[src/rtl/pl_id_ex_stage_pkg.sv]
// Shared MIPS pipeline types: ALU codes, ID/EX control bundle, forward selectors.
// Imported by the ID/EX stage and its forwarding unit.
package pl_id_ex_stage_pkg;

  localparam logic [3:0] ALU_CTRL_AND = 4'b0000;
  localparam logic [3:0] ALU_CTRL_OR  = 4'b0001;
  localparam logic [3:0] ALU_CTRL_ADD = 4'b0010;
  localparam logic [3:0] ALU_CTRL_SUB = 4'b0110;
  localparam logic [3:0] ALU_CTRL_SLT = 4'b0111;
  localparam logic [3:0] ALU_CTRL_NOR = 4'b1100;

  typedef struct packed {
    logic       valid;
    logic       reg_write;
    logic       mem_read;
    logic       mem_write;
    logic       mem_to_reg;
    logic       branch;
    logic       alu_src;
    logic       reg_dst;
    logic [3:0] alu_control;
  } idex_ctrl_t;

  typedef enum logic [1:0] {
    FWD_REG   = 2'd0,
    FWD_EXMEM = 2'd1,
    FWD_MEMWB = 2'd2
  } fwd_sel_t;

endpackage

[src/rtl/pl_forward_unit.sv]
// Combinational operand forwarding: picks EX/MEM, then MEM/WB, else reg value.
// Ports: src addr, two write-back tags, three candidates -> fwd_val, fwd_sel.
import pl_id_ex_stage_pkg::*;

module pl_forward_unit #(
  parameter int DATA_W  = 32,
  parameter int RADDR_W = 5
) (
  input  logic [RADDR_W-1:0] src,
  input  logic               exmem_reg_write,
  input  logic [RADDR_W-1:0] exmem_rd,
  input  logic               memwb_reg_write,
  input  logic [RADDR_W-1:0] memwb_rd,
  input  logic [DATA_W-1:0]  reg_val,
  input  logic [DATA_W-1:0]  exmem_res,
  input  logic [DATA_W-1:0]  memwb_wdata,
  output logic [DATA_W-1:0]  fwd_val,
  output fwd_sel_t           fwd_sel
);

  logic src_nz;
  logic ex_hit;
  logic wb_hit;

  always_comb begin
    src_nz  = (src != '0);
    ex_hit  = exmem_reg_write & (exmem_rd == src) & src_nz;
    // the younger EX/MEM result shadows MEM/WB
    wb_hit  = memwb_reg_write & (memwb_rd == src) & src_nz & ~ex_hit;
    fwd_sel = FWD_REG;
    fwd_val = reg_val;
    unique case (1'b1)
      ex_hit: begin
        fwd_sel = FWD_EXMEM;
        fwd_val = exmem_res;
      end
      wb_hit: begin
        fwd_sel = FWD_MEMWB;
        fwd_val = memwb_wdata;
      end
      default: ;
    endcase
  end

endmodule

[src/rtl/pl_id_ex_stage.sv]
// ID/EX pipeline register with EX operand forwarding and load-use detection.
// Ports: id_* decode inputs, flush/hold, fwd tags in; ALU operands, EX ctrl out.
import pl_id_ex_stage_pkg::*;

module pl_id_ex_stage #(
  parameter int DATA_W  = 32,
  parameter int RADDR_W = 5
) (
  input  logic               clk,
  input  logic               rst_n,
  input  logic               id_valid,
  input  logic [DATA_W-1:0]  id_rs_data,
  input  logic [DATA_W-1:0]  id_rt_data,
  input  logic [DATA_W-1:0]  id_imm,
  input  logic [RADDR_W-1:0] id_rs,
  input  logic [RADDR_W-1:0] id_rt,
  input  logic [RADDR_W-1:0] id_rd,
  input  logic               id_uses_rt,
  input  logic [3:0]         id_alu_control,
  input  logic               id_alu_src,
  input  logic               id_reg_dst,
  input  logic               id_reg_write,
  input  logic               id_mem_read,
  input  logic               id_mem_write,
  input  logic               id_mem_to_reg,
  input  logic               id_branch,
  input  logic               flush,
  input  logic               hold,
  input  logic               exmem_reg_write,
  input  logic [RADDR_W-1:0] exmem_rd,
  input  logic [DATA_W-1:0]  exmem_res,
  input  logic               memwb_reg_write,
  input  logic [RADDR_W-1:0] memwb_rd,
  input  logic [DATA_W-1:0]  memwb_wdata,
  output logic [DATA_W-1:0]  alu_op1,
  output logic [DATA_W-1:0]  alu_op2,
  output logic [3:0]         alu_control,
  output logic [DATA_W-1:0]  ex_store_data,
  output logic [RADDR_W-1:0] ex_write_reg,
  output logic               ex_valid,
  output logic               ex_reg_write,
  output logic               ex_mem_read,
  output logic               ex_mem_write,
  output logic               ex_mem_to_reg,
  output logic               ex_branch,
  output logic               load_use_stall
);

  idex_ctrl_t         ctrl_q, ctrl_d;
  logic [DATA_W-1:0]  rs_data_q, rs_data_d;
  logic [DATA_W-1:0]  rt_data_q, rt_data_d;
  logic [DATA_W-1:0]  imm_q, imm_d;
  logic [RADDR_W-1:0] rs_q, rs_d;
  logic [RADDR_W-1:0] rt_q, rt_d;
  logic [RADDR_W-1:0] rd_q, rd_d;

  logic [DATA_W-1:0]  fwd_rs;
  logic [DATA_W-1:0]  fwd_rt;
  fwd_sel_t           rs_sel;
  fwd_sel_t           rt_sel;
  logic               unused_sel;
  logic               rt_hit;

  always_comb begin
    rt_hit = (rt_q == id_rs) | (id_uses_rt & (rt_q == id_rt));
    load_use_stall = id_valid & ~hold & ctrl_q.valid &
                     ctrl_q.mem_read & (rt_q != '0) & rt_hit;
  end

  always_comb begin
    ctrl_d    = ctrl_q;
    rs_data_d = rs_data_q;
    rt_data_d = rt_data_q;
    imm_d     = imm_q;
    rs_d      = rs_q;
    rt_d      = rt_q;
    rd_d      = rd_q;
    if (hold) begin
    end else if (flush | load_use_stall) begin
      ctrl_d    = '0;
      rs_data_d = '0;
      rt_data_d = '0;
      imm_d     = '0;
      rs_d      = '0;
      rt_d      = '0;
      rd_d      = '0;
    end else begin
      ctrl_d.valid       = id_valid;
      ctrl_d.reg_write   = id_valid & id_reg_write;
      ctrl_d.mem_read    = id_valid & id_mem_read;
      ctrl_d.mem_write   = id_valid & id_mem_write;
      ctrl_d.mem_to_reg  = id_valid & id_mem_to_reg;
      ctrl_d.branch      = id_valid & id_branch;
      ctrl_d.alu_src     = id_valid & id_alu_src;
      ctrl_d.reg_dst     = id_valid & id_reg_dst;
      ctrl_d.alu_control = id_alu_control;
      rs_data_d = id_rs_data;
      rt_data_d = id_rt_data;
      imm_d     = id_imm;
      rs_d      = id_rs;
      rt_d      = id_rt;
      rd_d      = id_rd;
    end
  end

  always_ff @(posedge clk or negedge rst_n) begin
    if (!rst_n) begin
      ctrl_q    <= '0;
      rs_data_q <= '0;
      rt_data_q <= '0;
      imm_q     <= '0;
      rs_q      <= '0;
      rt_q      <= '0;
      rd_q      <= '0;
    end else begin
      ctrl_q    <= ctrl_d;
      rs_data_q <= rs_data_d;
      rt_data_q <= rt_data_d;
      imm_q     <= imm_d;
      rs_q      <= rs_d;
      rt_q      <= rt_d;
      rd_q      <= rd_d;
    end
  end

  pl_forward_unit #(
    .DATA_W  (DATA_W),
    .RADDR_W (RADDR_W)
  ) u_fwd_rs (
    .src             (rs_q),
    .exmem_reg_write (exmem_reg_write),
    .exmem_rd        (exmem_rd),
    .memwb_reg_write (memwb_reg_write),
    .memwb_rd        (memwb_rd),
    .reg_val         (rs_data_q),
    .exmem_res       (exmem_res),
    .memwb_wdata     (memwb_wdata),
    .fwd_val         (fwd_rs),
    .fwd_sel         (rs_sel)
  );

  pl_forward_unit #(
    .DATA_W  (DATA_W),
    .RADDR_W (RADDR_W)
  ) u_fwd_rt (
    .src             (rt_q),
    .exmem_reg_write (exmem_reg_write),
    .exmem_rd        (exmem_rd),
    .memwb_reg_write (memwb_reg_write),
    .memwb_rd        (memwb_rd),
    .reg_val         (rt_data_q),
    .exmem_res       (exmem_res),
    .memwb_wdata     (memwb_wdata),
    .fwd_val         (fwd_rt),
    .fwd_sel         (rt_sel)
  );

  assign unused_sel = ^{rs_sel, rt_sel};

  always_comb begin
    alu_op1       = fwd_rs;
    alu_op2       = ctrl_q.alu_src ? imm_q : fwd_rt;
    ex_store_data = fwd_rt;
    ex_write_reg  = ctrl_q.reg_dst ? rd_q : rt_q;
    alu_control   = ctrl_q.alu_control;
    ex_valid      = ctrl_q.valid;
    ex_reg_write  = ctrl_q.reg_write;
    ex_mem_read   = ctrl_q.mem_read;
    ex_mem_write  = ctrl_q.mem_write;
    ex_mem_to_reg = ctrl_q.mem_to_reg;
    ex_branch     = ctrl_q.branch;
  end

endmodule

[config.mk]
export PLATFORM = sky130hd
export DESIGN_NAME = pl_id_ex_stage
export DESIGN_NICKNAME = d
export VERILOG_FILES = /design/src/rtl/pl_id_ex_stage_pkg.sv /design/src/rtl/pl_forward_unit.sv /design/src/rtl/pl_id_ex_stage.sv
export SDC_FILE = /design/constraint.sdc
export NUM_CORES = 1
export LEC_CHECK = 0
export BUFFER_PORTS_ARGS = -buffer_cell sky130_fd_sc_hd__buf_4
export CAP_MARGIN = 20
export CORE_MARGIN = 2
export CORE_UTILIZATION = 48
export DETAILED_ROUTE_END_ITERATION = 8
export PLACE_DENSITY = 0.77
export REMOVE_ABC_BUFFERS = 1
export SYNTH_ARGS = -nofsm -noshare
export SYNTH_HDL_FRONTEND = slang
export SYNTH_SLANG_ARGS = --single-unit
[constraint.sdc]
create_clock -name clk -period 2.6 [get_ports clk]
set_input_delay 0.13 -clock clk [delete_from_list [all_inputs] [get_ports clk]]
set_output_delay 0.13 -clock clk [all_outputs]
set_load 0.02 [all_outputs]
==> results.md <==
* Status: finished with violations
* Die height at 126.6 µm
* Clock transition at the registers of the reported paths at 0.06 ns
* Slew headroom at 30.62%
* Fin worst setup slack at -0.1241 ns
* Critical path endpoint category: output pin
* Biggest regs: imm_q (32), rs_data_q (32), rt_data_q (32)
* Fin nets at 1,314
* CTS tree: yes
* Setup crit start kind: flip-flop
* Wl on met1 at 11.33 mm
* Synth Cell Area at 7212 µm²
* Pre-antenna DRT Iters at 8
* DRT iter0 DRCs at 820
* Met2 WL post-DR at 15.05 mm
* Post-Synth Simple-Gate Area at 12.11%
* Hold Path Class: in2reg
* Failing checks: negative setup slack
* Top sig layer: met4
* RSZ-0062 raised after global routing: true
* Sequential Power Share at 33.1%
* Endpoints failing setup at 36
* Skew-Pair Late Insertion Delay at 0.42 ns
* Via count at 8,280
* Core Region at 14,590 µm²
* Clk network pwr share at 38.7%
* Vias in the first global route at 8,468
* Overflow after GRT at 0
* Register area share after synthesis at 42.68%
* Finished Layout Cells at 1,307
* CP max stage delay at 0.53 ns
* Post-Syn Instances at 701
* Die width at 126.6 µm
* Std-Cell Rows at 44
* Synth area leader: dfrtp_1
* Req. time, crit path at 2.47 ns
* FF-to-FF setup slack at 0.26 ns
* Synth cell types at 36
* Peak supply drop at 441.5 µV
* Avg Cell Area, Syn at 10.29 µm²
* Total Wirelength at 30.25 mm
* Largest cells by area after synthesis: dfrtp_1 43%, a32o_1 16%, mux2_2 5.2%, mux2i_1 4.4%, o31ai_1 3.3%
* Clock Path Buffers at 2
* Worst Skew at 0.007131 ns
* Psw at 1.955 mW
* Xor and xnor area share after synthesis at 3.643%
* Drc violations at 0
* Synth warn at 0
* GPL Wtd Cong at 0.8441
* Logic pwr share at 28.2%
* DIE AREA at 16,020 µm²
* Clock root buffer: clkbuf_16
* Slowest-stage cell, CP: or4_4
* Initial antenna violation count at 0
* Total track usage at 36.46%
* FMAX at 367.1 MHz
* Area delta synth->final at 65.41%
* Fin. max-slew vios at 0
* Synth Area in Compound Gates at 25.90%
* Worst Tran Pin Value at 1.041 ns
* Initial cell density of the core at 49.43%
* Min cycle time layout at 2.724 ns
* Ant. Diodes at 0
* DRT antenna net count at 0
* Multiplexer share of the synthesized area at 9.594%
* Synth Register Bits at 123
* Cell Chain, Critical Path: or4_4 > nor2_4 > buf_8 > or3_4 > a221oi_2 > o31ai_2 > buf_4
* Buffers on Ports at 315
* Final hold slack at 0.07256 ns
* Post-synth top area share at 42.68%
* Internal at 4.628 mW
* I/O pin count at 316
* Pin count of the biggest net entering global routing at 94
* Hold Vio Cnt, Final at 0
* Vias/cell at 6.335
* Max FO, Critical Path at 13
* Largest family of logic cells by synthesized area: compound AO/OA/AOI/OAI gates
* Clk sinks at 123
* Layout cell share with drive strength beyond 1 at 42.03%
* Max_cap viols at 0
* WP data arrival at 2.59 ns
* Placed insts at 1,139
* Sw Share at 29.70%
* Period utilisation layout at 104.8%
* Crit Path Class: reg2out
* Met3 routed WL at 2.737 mm
* # fillers at 852
* Post-synthesis adder-cell area fraction at 0%
* WL/cell at 23.14 µm
* Num CTS Buffers at 17
* Power per cell area at 551.9 nW/µm²
* H-Tree Depth at 4
* Hpwl dp at 17.94 mm
* Lkg Pwr at 5.304 nW
* First-pass GRT wire length at 46.09 mm
## placed cells by master (no fill, tap or decap), types with 24 or more instances in the layout
cell	n
nand2_1	39
mux2_2	33
xnor2_1	25
dfrtp_1	119
nor3_1	28
nand3_1	29
buf_4	348
dlygate4sd3_1	113
a31oi_1	24
a32o_1	112
o21ai_1	29
o31ai_1	29
mux2i_1	26
and3_1	33
## worst max-delay path: cells and delay by family (launching register included)
family	cells	cell delay, ns
buffers and inverters	2	0.41
DFF	1	0.43
AOI/OAI and AO/OA	2	0.44
and+or+nand+nor	3	0.90
## path summary, 6_finish.rpt
kind | depth (start not counted) | end | from
worst max-delay path | 7 | alu_op2[30] | rt_q[2]
worst min-delay path | 3 | rt_q[4] | id_rt[4]
worst max register to register | 4 | ex_reg_write | rt_q[2]
worst min register to register | 1 | imm_q[27] | imm_q[27]
max in group asynchronous | 3 | ex_valid | rst_n
min in group asynchronous | 2 | rs_data_q[12] | rst_n
## Yosys cell counts, drive strengths merged
master / instances
a221oi: 4
a22o: 11
a31oi: 29
a32o: 112
and3: 33
and4: 1
buf: 36
clkbuf: 57
dfrtp: 123
inv: 1
mux2: 33
mux2i: 32
nand2: 39
nand3: 30
nand4: 5
nor2: 13
nor2b: 11
nor3: 28
nor4: 2
o211ai: 1
o21ai: 32
o22ai: 1
o31ai: 32
or2: 2
or3: 1
or4: 2
xnor2: 26
xor2: 4
## repair_timing
item	CTS	global route
endpoints found under the setup margin	62	64
pin swaps	6	8
hold buffers	113	0
gates resized for setup	30	58
gates cloned	2	4
setup buffers	6	11
endpoints found under the hold margin	165	0
## per-layer routing
metal | track usage [%] | vias to the layer above
li1 | - | 3569
met1 | 44.54 | 4055
met2 | 62.41 | 556
met3 | 8.098 | 100
met4 | 15.13 | 0
met5 | 0 | -
## logic make-up (layout without fill, tap and decap cells)
kind of cell / after synthesis / in the layout
compound gates: 222 / 222
flops: 123 / 123
xor+xnor: 30 / 30
mux: 65 / 65
buf+inv: 94 / 516
simple gates: 167 / 167
## per-stage QoR
| step | setup TNS, ns | area [µm²] | total power, mW | worst slack (ns) | utilization (%) |
|---|---|---|---|---|---|
| 2_1_floorplan | -211.24 | 6778 | 2.926 | -1.492 | - |
| 3_3_place_gp | 0 | 9726 | 3.764 | 0.1963 | 66.66 |
| 3_5_place_dp | 0 | 9726 | 3.788 | 0.1605 | 66.66 |
| 4_1_cts | -1.091 | 11660 | 6.494 | -0.05751 | 79.90 |
| 5_1_grt | -4.986 | 11930 | 6.788 | -0.1668 | 81.77 |
| 6_report | -1.731 | 11930 | 6.584 | -0.1241 | 81.77 |
## power by group through the flow
stage          sequential, mW  combinational (mW)  clock, mW
2_1_floorplan            2.19               0.741          0
3_3_place_gp             2.19                1.57          0
3_5_place_dp             2.20                1.59          0
4_1_cts                  2.17                1.78       2.54
5_1_grt                  2.19                1.96       2.64
6_report                 2.18                1.86       2.55
## layout make-up
cell class                      count  area [µm²]  share of cell area, %
Clock inverter                     11       167.7                  1.406
Inverter                            1       3.754                0.03147
Clock buffer                       21       460.4                  3.860
Sequential cell                   123        3083                  25.84
Tap cell                          184       230.2                  1.930
Timing Repair Buffer              483        4104                  34.40
Multi-Input combinational cell    484        3880                  32.53
(Power assumes the default switching activity.)
